## src/rtl/cia_ports_hs.sv

```systemverilog
// cia_ports_hs - parametrised CIA-style parallel-port block.
//
// Provides NPORTS ports of W bits. Each port has a PR (output data)
// register, a DDR (direction) register, a LAT (latched input) register and
// a CTRL register {FLG, .., IE, PCM, LE}. The block also provides per-port
// FLAG falling-edge capture, a /PC strobe (pulse or handshake mode), a timer
// override on the top two bits of TMR_PORT, and an interrupt request.
//
// Ports:
//   clk, res_n        clock, asynchronous active-low reset
//   phi2_up, phi2_dn  one-clk pulses marking the PHI2 rising and falling edges
//   rd, we, addr      bus cycle qualifiers; addr = {port index, sel}
//                     sel: 0=PR 1=DDR 2=LAT 3=CTRL
//   data, rdata       write data; read data (combinational on addr)
//   port_in           pad inputs, port p at [p*W +: W]
//   flag_n            per-port FLAG inputs, active-low
//   tmr_pb, tmr_on    timer outputs {B, A} and their enables
//   pad_out, pad_oe   pad output values and output enables
//   pc_n, irq_n       /PC strobe and interrupt request, both active-low
module cia_ports_hs #(
  parameter int NPORTS   = 2,
  parameter int W        = 8,
  parameter int PC_PORT  = 1,
  parameter int TMR_PORT = 1,
  parameter int AW       = ((NPORTS > 1) ? $clog2(NPORTS) : 0) + 2
) (
  input  logic                clk,
  input  logic                res_n,
  input  logic                phi2_up,
  input  logic                phi2_dn,
  input  logic                rd,
  input  logic                we,
  input  logic [AW-1:0]       addr,
  input  logic [W-1:0]        data,
  output logic [W-1:0]        rdata,
  input  logic [NPORTS*W-1:0] port_in,
  input  logic [NPORTS-1:0]   flag_n,
  input  logic [1:0]          tmr_pb,
  input  logic [1:0]          tmr_on,
  output logic [NPORTS*W-1:0] pad_out,
  output logic [NPORTS*W-1:0] pad_oe,
  output logic                pc_n,
  output logic                irq_n
);

  logic [W-1:0]      r_pr   [NPORTS];
  logic [W-1:0]      r_ddr  [NPORTS];
  logic [W-1:0]      r_lat  [NPORTS];
  logic [W-1:0]      r_inq  [NPORTS];
  logic [2:0]        r_ctrl [NPORTS];
  logic [NPORTS-1:0] r_flg;
  logic [NPORTS-1:0] r_fs;
  logic [2:0]        r_rw;
  logic              r_hs;
  logic              r_irq_n;

  int                w_idx;
  logic [1:0]        w_sel;
  logic              w_wr;
  logic              w_rdclr;
  logic              w_acc;
  logic              w_pcm;
  logic              w_pcm_chg;
  logic [NPORTS-1:0] w_fall;
  logic [NPORTS-1:0] w_ie;
  logic [W-1:0]      w_rd_val;

  // Full-width address decode: the index is everything above the sel bits.
  assign w_idx   = int'(addr >> 2);
  assign w_sel   = addr[1:0];
  assign w_wr    = phi2_dn & we;
  assign w_rdclr = phi2_dn & rd & (w_sel == 2'd3);
  assign w_acc   = (rd | we) & (addr == AW'(PC_PORT * 4));
  // w_fall is only meaningful in the clk where phi2_up is high.
  assign w_fall  = r_fs & ~flag_n;
  assign w_pcm   = r_ctrl[PC_PORT][1];
  // Any write that flips PCM on the /PC port restarts the strobe logic.
  assign w_pcm_chg = w_wr & (w_idx == PC_PORT) & (w_sel == 2'd3) & (data[1] != w_pcm);

  // Per-port PR/DDR/CTRL writes and input/latch sampling.
  always_ff @(posedge clk or negedge res_n) begin
    if (!res_n) begin
      for (int p = 0; p < NPORTS; p++) begin
        r_pr[p]   <= '0;
        r_ddr[p]  <= '0;
        r_lat[p]  <= '0;
        r_inq[p]  <= '0;
        r_ctrl[p] <= 3'b000;
      end
    end else begin
      for (int p = 0; p < NPORTS; p++) begin
        if (w_wr && (w_idx == p)) begin
          case (w_sel)
            2'd0:    r_pr[p]   <= data;
            2'd1:    r_ddr[p]  <= data;
            2'd3:    r_ctrl[p] <= data[2:0];
            default: ;
          endcase
        end
        if (phi2_up) begin
          r_inq[p] <= port_in[p*W +: W];
          // With LE set the latch only opens on a FLAG falling edge.
          if (!r_ctrl[p][0] || w_fall[p]) begin
            r_lat[p] <= port_in[p*W +: W];
          end
        end
      end
    end
  end

  // FLAG sampling and FLG set/clear; a set always beats a clear in the same clk.
  always_ff @(posedge clk or negedge res_n) begin
    if (!res_n) begin
      r_fs  <= '1;
      r_flg <= '0;
    end else begin
      if (phi2_up) begin
        r_fs <= flag_n;
      end
      for (int p = 0; p < NPORTS; p++) begin
        if (phi2_up && w_fall[p]) begin
          r_flg[p] <= 1'b1;
        end else if (w_rdclr && (w_idx == p)) begin
          r_flg[p] <= 1'b0;
        end
      end
    end
  end

  // /PC strobe state: access shifter in pulse mode, hs flag in handshake mode.
  always_ff @(posedge clk or negedge res_n) begin
    if (!res_n) begin
      r_rw <= 3'b000;
      r_hs <= 1'b0;
    end else if (w_pcm_chg) begin
      r_rw <= 3'b000;
      r_hs <= 1'b0;
    end else if (!w_pcm) begin
      if (phi2_dn) begin
        r_rw <= {r_rw[1:0], w_acc};
      end
    end else begin
      // The FLAG edge that acknowledges the handshake wins over a new access.
      if (phi2_up && w_fall[PC_PORT]) begin
        r_hs <= 1'b0;
      end else if (phi2_dn && w_acc) begin
        r_hs <= 1'b1;
      end
    end
  end

  // Interrupt request register.
  always_ff @(posedge clk or negedge res_n) begin
    if (!res_n) begin
      r_irq_n <= 1'b1;
    end else begin
      r_irq_n <= ~|(r_flg & w_ie);
    end
  end

  // Collect per-port IE bits.
  always_comb begin
    w_ie = '0;
    for (int p = 0; p < NPORTS; p++) begin
      w_ie[p] = r_ctrl[p][2];
    end
  end

  // Read mux; an index with no port behind it reads as zero.
  always_comb begin
    rdata    = '0;
    w_rd_val = '0;
    for (int p = 0; p < NPORTS; p++) begin
      case (w_sel)
        2'd0: w_rd_val = r_inq[p];
        2'd1: w_rd_val = r_ddr[p];
        2'd2: w_rd_val = r_lat[p];
        2'd3: begin
          w_rd_val        = W'(r_ctrl[p]);
          w_rd_val[W-1]   = r_flg[p];
        end
        default: w_rd_val = '0;
      endcase
      rdata = rdata | ({W{w_idx == p}} & w_rd_val);
    end
  end

  // Pad drivers, with the timer outputs overriding the top two bits of TMR_PORT.
  always_comb begin
    pad_out = '0;
    pad_oe  = '0;
    for (int p = 0; p < NPORTS; p++) begin
      pad_out[p*W +: W] = r_pr[p];
      pad_oe[p*W +: W]  = r_ddr[p];
    end
    pad_out[TMR_PORT*W + W-1] = tmr_on[1] ? tmr_pb[1] : r_pr[TMR_PORT][W-1];
    pad_oe[TMR_PORT*W + W-1]  = tmr_on[1] | r_ddr[TMR_PORT][W-1];
    pad_out[TMR_PORT*W + W-2] = tmr_on[0] ? tmr_pb[0] : r_pr[TMR_PORT][W-2];
    pad_oe[TMR_PORT*W + W-2]  = tmr_on[0] | r_ddr[TMR_PORT][W-2];
  end

  // Pulse mode: low while the newest access is present and the one two phi2
  // cycles back was absent, giving 1 cycle, or 2 for back-to-back accesses.
  assign pc_n  = w_pcm ? ~r_hs : ~(r_rw[0] & ~r_rw[2]);
  assign irq_n = r_irq_n;

endmodule
```

## config.mk

```make
export PLATFORM = sky130hd
export DESIGN_NAME = cia_ports_hs
export DESIGN_NICKNAME = d
export VERILOG_FILES = /design/src/rtl/cia_ports_hs.sv
export SDC_FILE = /design/constraint.sdc
export NUM_CORES = 1
export LEC_CHECK = 0
export CAP_MARGIN = 20
export CORE_ASPECT_RATIO = 0.6
export CORE_MARGIN = 1
export CORE_UTILIZATION = 51
export DETAILED_ROUTE_END_ITERATION = 10
export PLACE_DENSITY = 0.8
export SLEW_MARGIN = 25
export SYNTH_ARGS = -nofsm -noshare
export SYNTH_HDL_FRONTEND = slang
export SYNTH_SLANG_ARGS = --single-unit
```

## constraint.sdc

```tcl
create_clock -name clk -period 2.1 [get_ports clk]
set_clock_uncertainty 0.1 [all_clocks]
set_input_delay 0.315 -clock clk [delete_from_list [all_inputs] [get_ports clk]]
set_output_delay 0.315 -clock clk [all_outputs]
set_load 0.05 [all_outputs]
```

# Word level (Yosys, flattened, before mapping)
# Cells that the tools add are included.
# Widths: inputs -> output; s select.
# word_totals
ram_bits	0
in_bits	39
latch_bits	0
n_memories	0
register_bits	79
rom_bits	0
# op_classes
n_addsub	0
order_cmp	0
reduce_logical	30
n_bitwise	20
mul	0
div_mod_pow	0
n_shift	0
n_mux	16
n_eq_ne	6
# ops
cell	n
$pmux 8 s4	2
$logic_not 32->1	1
$reduce_and 2->1	10
$and 8x8->8	2
$mux 1	11
$mux 3	3
$and 1x1->1	8
$or 8x8->8	1
$reduce_bool 2->1	4
$logic_and 1x1->1	7
$and 2x2->2	2
$eq 2x2->1 const B	2
$eq 3x3->1 const B	1
$logic_not 1->1	3
$not 1->1	3
$or 1x1->1	3
$reduce_bool 3->1	1
$eq 2x1->1 const B	1
$logic_not 2->1	1
$logic_or 1x1->1	2
$ne 2x1->1 const B	1
$not 2->2	1
$reduce_or 2->1	1
$ne 1x1->1	1

# Depth between registers and ports, before layout
# logic_depth
ltp_word	7
mapped_depth	5

# Least setup slack after synthesis
# OpenSTA, ideal clock, no wires.
# synth_timing
kind	in2out
from	in addr[1]
to	out rdata[3]
setup_slack_ns	-0.138
required_ns	1.685
path_stages	5
arrival_ns	1.823
cell_sequence	clkbuf_1 nor2b_1 clkbuf_1 a221oi_1 a31oi_1
# synth_between
elab_chain_len	4
word_cells_on_any_way	9
classes_between	eq/ne (3); mux (2); bitwise (3); reduce/logical (1)
# synth_lines
element	line_no	rtl
start: declaration	33	input logic [AW-1:0] addr,
$eq 2x2->1, or another cell as far along	174	case (w_sel)
$pmux 8 s4	174	
$and 8x8->8	184	rdata = rdata | ({W{w_idx == p}} & w_rd_val);
$or 8x8->8 *	184	
end: declaration	35	output logic [W-1:0] rdata,
# Every way passes the cells marked *; elsewhere a longest branch is shown, timed or not.

# Final worst setup path
# layout_timing
from	reg r_ctrl[5] (netlist bit)
to	out rdata[2]
# layout_between
elab_chain_len	3
# layout_lines
element	line_no	rtl
start: declaration	50	logic [2:0] r_ctrl [NPORTS];
start signal: indexed assignment	96	2'd3: r_ctrl[p] <= data[2:0];
$pmux 8 s4	174	
$and 8x8->8	184	
$or 8x8->8	184	
# Every way passes these cells.

==> impl_metrics.env <==
export IMPL_status="finished, violations left"
export IMPL_violations="setup timing"
export IMPL_dp_cells=453
export IMPL_maxCapViolCount=0
export IMPL_syn_area_um2=3870
export IMPL_r2r_start="r_fs[0]"
export IMPL_tightest_slew_ns=0.510
export IMPL_layout_nets=409
export IMPL_fin_hold_ws_ns=0.347
export IMPL_antenna_found_initial=0
export IMPL_num_rows=24
export IMPL_synth_area_leaders="dfrtp_1 49%, mux2_2 22%, buf_4 5.4%, mux4_2 4.6%, mux2_4 3.1%"
export IMPL_hpwl_um=6430
export IMPL_worst_ep_arrival_time_ns=1.69
export IMPL_total_power_mw=5.48
export IMPL_cp_max_fo=3
export IMPL_hold_violations=0
export IMPL_dpl_cell_area_um2=4800
export IMPL_first_pass_iters=4
export IMPL_drcViolationCount=0
export IMPL_synth_ff_type="dfrtp_1"
export IMPL_ir_drop_mv=0.746
export IMPL_core_area_um2=7300
export IMPL_grt_pass1_vias=2726
export IMPL_place_congestion=0.810
export IMPL_required_ns=1.68
export IMPL_cp_top_family="multiplexers"
export IMPL_place_ws_ns=-0.319
export IMPL_ant_nets=0
export IMPL_drive_gt1_share_pct=47.2
export IMPL_fin_tns_setup_ns=-0.00595
export IMPL_die_width_um=115
export IMPL_final_min_clock_period_ns=2.11
export IMPL_path_clk_slew_ns=0.06
export IMPL_grt_ovfl_total=0
export IMPL_start_util_pct=53.1
export IMPL_syn_num_nets=321
export IMPL_clk_latency_ns=0.34
export IMPL_grt_start_max_net_pins=52
export IMPL_h_tree_depth=3
export IMPL_die_area_um2=7960
export IMPL_grt_usage_pct=25.2
export IMPL_cp_end_kind="primary output"
export IMPL_regArea_um2=1980
export IMPL_cp_startpoint="r_ctrl[5]"
export IMPL_p_leak_nw=2.29
export IMPL_synth_edf_count=0
export IMPL_cp_slowest_cell="mux4_2"
export IMPL_avgSynthCellArea_um2=13.7
export IMPL_yosys_area_top_type_share_pct=49.1
export IMPL_wl_per_cell_um=19.1
export IMPL_critPathBufInv=1
export IMPL_r2r_cells=4
export IMPL_syn2layout_area_growth_pct=36.5
export IMPL_critical_path_class="flip-flop to primary output"
export IMPL_drv_slew=0
export IMPL_worstHoldPathType="primary input to asynchronous set/reset pin"
export IMPL_fin_ws_ns=-0.00595
export IMPL_die_h_um=69.5
export IMPL_cp_depth=3
export IMPL_yosysSeqAreaShare_pct=51.1
export IMPL_drtIter0Drc=144
export IMPL_synth_distinct_cells=36
export IMPL_port_buffers=80
export IMPL_p_per_area_nw_per_um2=1040
export IMPL_final_setup_viol_count=1
export IMPL_diodes=0
export IMPL_cts_tree="done"
export IMPL_grt_pass1_wl_um=14600
export IMPL_path_cells="mux4_2 -> mux2_4 -> buf_6"
export IMPL_fin_util_pct=72.5
export IMPL_route_vias_total=2602
export IMPL_critPathCapture="rdata[2]"
export IMPL_cts_buffer_depth=2
export IMPL_clockRootBuffer="clkbuf_16"
export IMPL_reg2reg_to="r_lat[8]"
export IMPL_grt_setup_unrepaired="yes"
export IMPL_io_pins=81
export IMPL_cp_start_kind="flip-flop"
export IMPL_netlist_instances=282
export IMPL_ys_warnings_count=0
export IMPL_ys_seq_elements=79
export IMPL_multi_input_area_um2=1630
export IMPL_final_area_um2=5290
export IMPL_finalCritPeriodShare_pct=100
export IMPL_fin_cells=479
export IMPL_max_stage_delay_ns=0.49
export IMPL_slew_headroom_pct=65.9
export IMPL_reg2reg_slack_ns=0.52
export IMPL_viasPerCell=5.43
export IMPL_fillCellCount=488
export IMPL_synthArstFlopShare_pct=100
export IMPL_numCtsBuffers=9
export IMPL_clock_sinks=79
export IMPL_wl_um=9170
export IMPL_yosysTopAreaCell="dfrtp_1"
export IMPL_fmax_mhz=475
[Yosys cell counts (3+ instances only)]
cell      count
mux2_4        8
buf_4        28
dfstp_2       3
a31oi_1       4
clkbuf_1      6
a221oi_1      4
a21oi_1       4
o21ai_0       5
dfrtp_1      76
inv_1         3
mux2_2       77
mux4_2        8
buf_2         4
nand2_1      11
nand2b_1      5
buf_6         4
nor2_1        3
[layout by cell type, fill, tap and decap left out, types with 2 or more instances in the layout]
cell type         n
a211oi_1          2
a21oi_1           4
a21oi_2           2
a221oi_1          2
a221oi_2          2
a31oi_1           3
buf_12           10
buf_4            36
buf_6             4
bufbuf_16         2
clkbuf_1          2
clkbuf_16         9
clkdlybuf4s50_1  62
clkinv_2          3
dfrtp_1          76
dfstp_2           3
dlygate4sd2_1     2
inv_1             3
mux2_2           73
mux2_4           12
mux4_2            8
nand2_1          11
nand2b_1          5
nand3_1           2
nor2_1            3
nor2_2            2
o21ai_0           5
o22ai_1           2
o311ai_0          2
o31ai_1           2
or2_2             2
or3_1             2
[layout make-up]
type	count	share of cell area (%)
tap	104	2.46
multi-input combinational	158	30.8
inverter	3	0.213
timing repair buffer	119	23.6
sequential	79	37.4
clock buffer	12	4.66
clock inverter	4	0.852
[cell families (layout without fill, tap and decap cells)]
group | count (synthesis) | after routing | synth area share, %
multiplexers | 93 | 93 | 30.1
flip-flops | 79 | 79 | 51.1
buffers and inverters | 45 | 138 | 7.98
AND/OR/NAND/NOR | 35 | 35 | 5.42
AO/OA/AOI/OAI | 30 | 30 | 5.36
[timing repair]
action                                  CTS  global route
hold buffers                              1             0
pin swaps                                 0             1
endpoints found under the setup margin    8             6
resized for setup                        13             8
buffers inserted                          2             6
gates cloned                              1             0
hold endpoints to repair                 27             0
[power by group]
| part | switching (mW) | internal [mW] | total (mW) |
|---|---|---|---|
| registers | 0.218 | 1.84 | 2.05 |
| clock network | 0.588 | 0.947 | 1.54 |
| logic | 1.02 | 0.866 | 1.89 |
| total | 1.83 | 3.65 | 5.48 |
[routing by layer]
layer,GRT usage (%),vias to the layer above,wire [um]
li1,-,1175,-
met1,34.3,1321,4200
met2,38.6,97,4200
met3,9.18,9,689
met4,6.06,0,81
met5,0,-,0
[registers in the layout, indices dropped and copies added (netlist names)]
name / cells
irq_n: 1
pad_oe: 14
r_flg: 2
r_fs: 2
r_rw: 3
r_ddr: 2
r_hs: 1
pad_out: 14
r_lat: 16
r_pr: 2
r_ctrl: 6
r_inq: 16
[worst min-delay path by stage]
stage	start	end	slack, ns	depth (start not counted)
floorplan	res_n	pad_oe[0]	-0.08	0
global placement	res_n	pad_out[4]	0.17	1
detailed placement	res_n	pad_out[4]	0.17	1
CTS	res_n	pad_out[4]	0.36	2
global route	res_n	pad_out[4]	0.38	2
finish	res_n	pad_oe[11]	0.35	2
No activity file was read; power rests on OpenSTA's default activity.
